[src/rtl/wishbone_uart_txfifo_pkg.sv]
// ---------------------------------------------------------------------------
// wishbone_uart_txfifo_pkg
// Shared constants for the UART transmit byte buffer:
//   - slave register offsets, decoded on addr[2]
//   - STATUS register bit positions
//   - drain-side master FSM state encodings
//   - fixed byte select used by the drain-side master
// ---------------------------------------------------------------------------
package wishbone_uart_txfifo_pkg;

  localparam logic REG_TXDATA = 1'b0;
  localparam logic REG_STATUS = 1'b1;

  localparam int ST_FULL      = 0;
  localparam int ST_EMPTY     = 1;
  localparam int ST_OVF       = 2;
  localparam int ST_COUNT_LSB = 8;

  localparam logic [3:0] M_SEL = 4'b0001;

  typedef enum logic [1:0] {
    M_IDLE = 2'b00,
    M_REQ  = 2'b01,
    M_DONE = 2'b10
  } m_state_t;

endpackage

[src/rtl/wishbone_uart_txfifo_fifo.sv]
// ---------------------------------------------------------------------------
// tx_byte_fifo
// Synchronous byte FIFO, DEPTH entries (power of two), first-word-fall-through
// head so the drain side can latch the oldest byte without an extra cycle.
// Ports:
//   clk, srst        clock, synchronous active-high reset
//   i_push, i_data   write a byte (caller must not push when full)
//   i_pop            drop the head (caller must not pop when empty)
//   o_head           oldest byte
//   o_count          occupancy 0..DEPTH (ADDR_W+1 bits)
//   o_full, o_empty  occupancy flags
// ---------------------------------------------------------------------------
module tx_byte_fifo
  import wishbone_uart_txfifo_pkg::*;
#(
  parameter int DEPTH  = 16,
  parameter int ADDR_W = 4
) (
  input  logic              clk,
  input  logic              srst,
  input  logic              i_push,
  input  logic              i_pop,
  input  logic [7:0]        i_data,
  output logic [7:0]        o_head,
  output logic [ADDR_W:0]   o_count,
  output logic              o_full,
  output logic              o_empty
);

  localparam logic [ADDR_W:0] FULL_COUNT = (ADDR_W + 1)'(DEPTH);

  logic [7:0]        r_mem [DEPTH];
  logic [ADDR_W-1:0] r_wr_ptr;
  logic [ADDR_W-1:0] r_rd_ptr;
  logic [ADDR_W:0]   r_count;

  // Pointers wrap naturally modulo DEPTH because DEPTH == 2**ADDR_W.
  always_ff @(posedge clk) begin
    if (srst) begin
      r_wr_ptr <= '0;
      r_rd_ptr <= '0;
      r_count  <= '0;
    end else begin
      if (i_push) r_wr_ptr <= r_wr_ptr + 1'b1;
      if (i_pop)  r_rd_ptr <= r_rd_ptr + 1'b1;
      case ({i_push, i_pop})
        2'b10:   r_count <= r_count + 1'b1;
        2'b01:   r_count <= r_count - 1'b1;
        default: r_count <= r_count;
      endcase
    end
  end

  // Storage carries no reset; stale entries are unreachable once the
  // pointers are cleared.
  always_ff @(posedge clk) begin
    if (i_push) r_mem[r_wr_ptr] <= i_data;
  end

  assign o_head  = r_mem[r_rd_ptr];
  assign o_count = r_count;
  assign o_full  = (r_count == FULL_COUNT);
  assign o_empty = (r_count == '0);

endmodule

[src/rtl/wishbone_uart_txfifo.sv]
// ---------------------------------------------------------------------------
// wishbone_uart_txfifo
// Byte buffer between the CPU and the UART transmitter. The CPU writes bytes
// through a Wishbone slave port; a Wishbone master drains them one at a time
// into the transmitter's write port.
// Ports:
//   clk, resetn           clock; resetn is a synchronous ACTIVE-HIGH reset
//   wishbone_*_i/_o       slave port: addr[2]=0 TXDATA (write pushes byte),
//                         addr[2]=1 STATUS (full, empty, overflow, count)
//   m_wishbone_*_o/_i     master port toward the UART transmitter
// ---------------------------------------------------------------------------
module wishbone_uart_txfifo
  import wishbone_uart_txfifo_pkg::*;
#(
  parameter int DEPTH  = 16,
  parameter int ADDR_W = 4
) (
  input  logic        clk,
  input  logic        resetn,
  input  logic [31:0] wishbone_addr_i,
  input  logic [31:0] wishbone_data_i,
  input  logic        wishbone_we_i,
  input  logic [3:0]  wishbone_sel_i,
  input  logic        wishbone_stb_i,
  input  logic        wishbone_cyc_i,
  output logic [31:0] wishbone_data_o,
  output logic        wishbone_ack_o,
  output logic [31:0] m_wishbone_addr_o,
  output logic [31:0] m_wishbone_data_o,
  output logic        m_wishbone_we_o,
  output logic [3:0]  m_wishbone_sel_o,
  output logic        m_wishbone_stb_o,
  output logic        m_wishbone_cyc_o,
  input  logic        m_wishbone_ack_i,
  input  logic [31:0] m_wishbone_data_i
);

  logic              r_ack;
  logic [31:0]       r_rdata;
  logic              r_ovf;
  m_state_t          r_m_state;
  logic              r_m_cyc;
  logic              r_m_stb;
  logic              r_m_we;
  logic [7:0]        r_m_data;

  logic              w_req;
  logic              w_is_status;
  logic              w_wr_tx;
  logic              w_push;
  logic              w_pop;
  logic              w_ovf_set;
  logic              w_status_rd;
  logic [7:0]        w_head;
  logic [ADDR_W:0]   w_count;
  logic              w_full;
  logic              w_empty;
  logic [31:0]       w_status;
  logic              w_unused;

  assign w_unused = ^{wishbone_sel_i, wishbone_addr_i[31:3], wishbone_addr_i[1:0],
                      wishbone_data_i[31:8], m_wishbone_data_i};

  // Masking with the registered ack makes every request take two cycles.
  assign w_req       = wishbone_cyc_i & wishbone_stb_i & ~r_ack;
  assign w_is_status = (wishbone_addr_i[2] == REG_STATUS);
  assign w_wr_tx     = w_req & wishbone_we_i & ~w_is_status;
  // Full is judged on the pre-pop count, so a write into a full FIFO is
  // dropped even if the master pops on the same edge.
  assign w_push      = w_wr_tx & ~w_full;
  assign w_ovf_set   = w_wr_tx & w_full;
  assign w_status_rd = w_req & ~wishbone_we_i & w_is_status;
  assign w_pop       = (r_m_state == M_REQ) & m_wishbone_ack_i;

  tx_byte_fifo #(
    .DEPTH  (DEPTH),
    .ADDR_W (ADDR_W)
  ) u_fifo (
    .clk     (clk),
    .srst    (resetn),
    .i_push  (w_push),
    .i_pop   (w_pop),
    .i_data  (wishbone_data_i[7:0]),
    .o_head  (w_head),
    .o_count (w_count),
    .o_full  (w_full),
    .o_empty (w_empty)
  );

  always_comb begin
    w_status                                 = '0;
    w_status[ST_FULL]                        = w_full;
    w_status[ST_EMPTY]                       = w_empty;
    w_status[ST_OVF]                         = r_ovf;
    w_status[ST_COUNT_LSB +: ADDR_W + 1]     = w_count;
  end

  // Slave side: registered ack and read data; overflow set beats clear.
  always_ff @(posedge clk) begin
    if (resetn) begin
      r_ack   <= 1'b0;
      r_rdata <= '0;
      r_ovf   <= 1'b0;
    end else begin
      r_ack   <= w_req;
      r_rdata <= w_status_rd ? w_status : 32'd0;
      if (w_ovf_set)        r_ovf <= 1'b1;
      else if (w_status_rd) r_ovf <= 1'b0;
    end
  end

  // Drain-side master. M_DONE forces a strobe-low cycle between transfers.
  always_ff @(posedge clk) begin
    if (resetn) begin
      r_m_state <= M_IDLE;
      r_m_cyc   <= 1'b0;
      r_m_stb   <= 1'b0;
      r_m_we    <= 1'b0;
      r_m_data  <= '0;
    end else begin
      case (r_m_state)
        M_IDLE: begin
          if (!w_empty) begin
            r_m_state <= M_REQ;
            r_m_cyc   <= 1'b1;
            r_m_stb   <= 1'b1;
            r_m_we    <= 1'b1;
            r_m_data  <= w_head;
          end
        end
        M_REQ: begin
          if (m_wishbone_ack_i) begin
            r_m_state <= M_DONE;
            r_m_cyc   <= 1'b0;
            r_m_stb   <= 1'b0;
            r_m_we    <= 1'b0;
            r_m_data  <= '0;
          end
        end
        M_DONE:  r_m_state <= M_IDLE;
        default: r_m_state <= M_IDLE;
      endcase
    end
  end

  assign wishbone_ack_o    = r_ack;
  assign wishbone_data_o   = r_rdata;
  assign m_wishbone_addr_o = 32'd0;
  assign m_wishbone_data_o = {24'd0, r_m_data};
  assign m_wishbone_we_o   = r_m_we;
  assign m_wishbone_sel_o  = M_SEL;
  assign m_wishbone_stb_o  = r_m_stb;
  assign m_wishbone_cyc_o  = r_m_cyc;

endmodule

[config.mk]
export PLATFORM = sky130hd
export DESIGN_NAME = wishbone_uart_txfifo
export DESIGN_NICKNAME = d
export VERILOG_FILES = /design/src/rtl/wishbone_uart_txfifo_pkg.sv /design/src/rtl/wishbone_uart_txfifo_fifo.sv /design/src/rtl/wishbone_uart_txfifo.sv
export SDC_FILE = /design/constraint.sdc
export NUM_CORES = 1
export LEC_CHECK = 0
export CORE_ASPECT_RATIO = 1.75
export CORE_MARGIN = 4
export CORE_UTILIZATION = 51
export CTS_CLUSTER_SIZE = 20
export DETAILED_ROUTE_END_ITERATION = 7
export PLACE_DENSITY = 0.85
export SKIP_CTS_REPAIR_TIMING = 1
export SYNTH_ARGS = -nofsm -noshare
export SYNTH_HDL_FRONTEND = slang
export SYNTH_SLANG_ARGS = --single-unit
[constraint.sdc]
create_clock -name clk -period 6.9 [get_ports clk]
set_clock_uncertainty 0.2 [all_clocks]
set_input_delay 1.035 -clock clk [delete_from_list [all_inputs] [get_ports clk]]
set_output_delay 1.035 -clock clk [all_outputs]
set_load 0.005 [all_outputs]
==> results by group <==
Status
  – Outcome: finished clean

Synth
  – Mapped Cells: 459
  – Post-synth top area share: 0.531
  – Ys flop type: edfxtp_1
  – Yosys Warn Count: 0
  – Count leader, synth: edfxtp_1
  – Yosys cell types: 49
  – Sequential element share of the synthesized area: 0.636
  – Cell taking the most area after synthesis: edfxtp_1
  – Synth cell count leaders: 128 x edfxtp_1, 86 x buf_4, 38 x dfxtp_1
  – Number of synthesized flops with an enable pin: approximately 130
  – Synth Cell Area: 0.00724 sq mm
  – Syn_area_per_cell: 15.8 sq um
  – Main area contributors after synthesis: edfxtp_1 53%, dfxtp_1 11%, buf_4 8.9%
  – Post-synth ARST share: 0
  – Yosys reg bits: 166

Die
  – I/O Pins: 210
  – Die height: approximately 170 um
  – Core box area: 0.0139 sq mm
  – Row cnt: 57
  – Total die area: 0.0162 sq mm
  – Initial Utilization: 0.520
  – DIE WIDTH: 98.0 um

Hold path
  – Hold path endpoint: r_m_state[0]
  – Worst min-delay path startpoint: r_m_state[1]
  – WHS Path Cells: 1
  – Hold WC Path Type: reg2reg

Global routing
  – Initial antenna violation count: 0
  – Vias in the first global route: 3,698
  – Remaining global-route overflow: 0
  – Global-route wire length before repair: 20,300 um
  – Largest net degree at the start of global routing: 33
  – GRT Util Overall: 0.169

Clocking
  – CTS Sinks: 166
  – H-tree Lvls: 4
  – Total CTS buffers: 17
  – Clk root buf: clkbuf_16
  – Clock buffer depth: 2
  – Clk slew on worst S/H paths: ~0.060 ns
  – CTS tree: yes
  – Latest clock arrival within the worst-skew pair: 0.42 ns

Worst setup path
  – Setup crit end kind: flip-flop
  – Worst setup path start: wishbone_cyc_i
  – RR Startpoint: u_fifo.o_count[0]
  – Critical path class: in2reg
  – Setup crit start kind: primary input
  – Worst EP required: 6.83 ns
  – FF-to-FF path depth: 10
  – Crit path arrival time: about 3.7 ns
  – R2r setup slk: 3.52 ns
  – R2R Path End: u_fifo.o_count[4]
  – CP Max Fanout: 9

Drt
  – Via count: 3,655
  – Final wirelength: 13,300 um
  – Vias per cell: 5.30
  – Post-route ant nets: 0
  – Post-route DRC: 0
  – Drt wl/cell: 19.3 um
  – Drt initial violations: 351
  – 1st-pass router iterations: 4

Timing
  – Tcrit/Tclk final: 0.547
  – Setup TNS: 0 ns
  – Setup violators final: 0
  – Unrepaired setup endpoints after global routing: false
  – Period minus WS final: 3.78 ns
  – Worst hold margin: roughly 0.27 ns
  – Setup ws final: between 3 and 4 ns
  – Fmax: 0.265 GHz
  – Max Transition Viols Final: 0
  – Worst-margin pin slew: 1.40 ns
  – Max_slew headroom: 0.0611
  – Hold Violations, Final: 0

Power
  – Leak pwr: about 2.8 nW
  – Pwr Total: between 2 and 2.5 mW
  – Peak VDD IR: 199 uV
  – PwrDens: around 280 mW/mm^2

Finish
  – Proportion of layout cells with a drive suffix above 1: 0.148
  – Final instance area: 0.00800 sq mm
  – Diode count: 0
  – Layout Utilization: 0.575
  – Nets: 613
  – Area growth syn-to-layout: 10.6%
  – Non-Filler Instances: 689

Placed design
  – Placed Area: 0.00739 sq mm
  – Final HPWL DP: 8850 um
  – Final RePlAce weighted congestion: 0.786
  – DP Worst Slack: about 2.7 ns
  – # port buffers: 34
  – Dpl cells: 657

Job
  – Max_cap viols: 0
## worst max-delay path: stages
cell             delay [ns]
clkdlybuf4s50_1        0.47
nor4bb_1               0.35
o211a_2                0.35
inv_2                  0.11
nor4_1                 1.07
buf_4                  0.31
## cells in the final DEF (no fill, tap or decap), types with 9 or more instances in the layout
cell,instances
mux2i_1,10
edfxtp_1,128
nor2_1,28
clkdlybuf4s50_1,34
mux4_2,20
conb_1,84
dfxtp_1,38
clkbuf_16,17
mux2_2,10
and2_1,14
mux4_1,12
inv_1,9
## logic make-up (layout without fill, tap and decap cells)
family	Yosys count	after routing	share of synthesized area
flip-flops	166	166	0.636
buffers and inverters	114	85	0.113
AND/OR/NAND/NOR	82	82	0.0624
multiplexers	53	53	0.137
AO/OA/AOI/OAI	27	27	0.0282
adder cells (fa/ha/maj)	8	8	0.0138
XOR/XNOR	7	7	0.00847
other	2	84	0.00104
## how the worst max path moves through the flow
stage / depth (start not counted) / slack (ns) / end
global placement: 11 / 2.82 / u_fifo.o_count[4]
detailed placement: 11 / 2.75 / u_fifo.o_count[4]
finish: 6 / 3.12 / u_fifo.r_mem[1][7]
global route: 11 / 2.99 / u_fifo.o_count[4]
floorplan: 11 / 3.42 / u_fifo.o_count[4]
CTS: 11 / 3.18 / u_fifo.o_count[4]
## layer usage
layer	track usage	wire, um	up-vias	share of wire
met3	0.0416	798	24	0.060
met2	0.303	7390	181	0.56
met4	0.0926	471	0	0.035
li1	-	-	1642	-
met1	0.181	4640	1808	0.35
met5	0	0	-	0
## sequential cells by signal, indices dropped and copies added, names as in the netlist, named ones only
| name | flops |
|---|---|
| u_fifo.r_wr_ptr | 4 |
| r_m_data | 8 |
| u_fifo.r_mem | 128 |
| r_m_state | 2 |
| wishbone_data_o | 8 |
| wishbone_ack_o | 1 |
| u_fifo.o_count | 5 |
| m_wishbone_we_o | 1 |
| u_fifo.r_rd_ptr | 4 |
| r_ovf | 1 |
## final cells by class
cell class                 count  area [sq um]
fill                        1010          5900
sequential                   166          4600
multi-input combinational    261          2120
clock buffer                  17           425
timing repair buffer          42           400
tap                          177           221
clock inverter                15           188
inverter                      11          41.3
## where the power goes
part           switching [mW]  internal, mW  leakage [nW]  total, mW
registers              0.0127          1.09          1.46       1.10
clock network           0.414         0.550         0.295      0.964
logic                  0.0807        0.0703          1.06      0.151
total                   0.507          1.71          2.81       2.22
(Power assumes the default switching activity.)
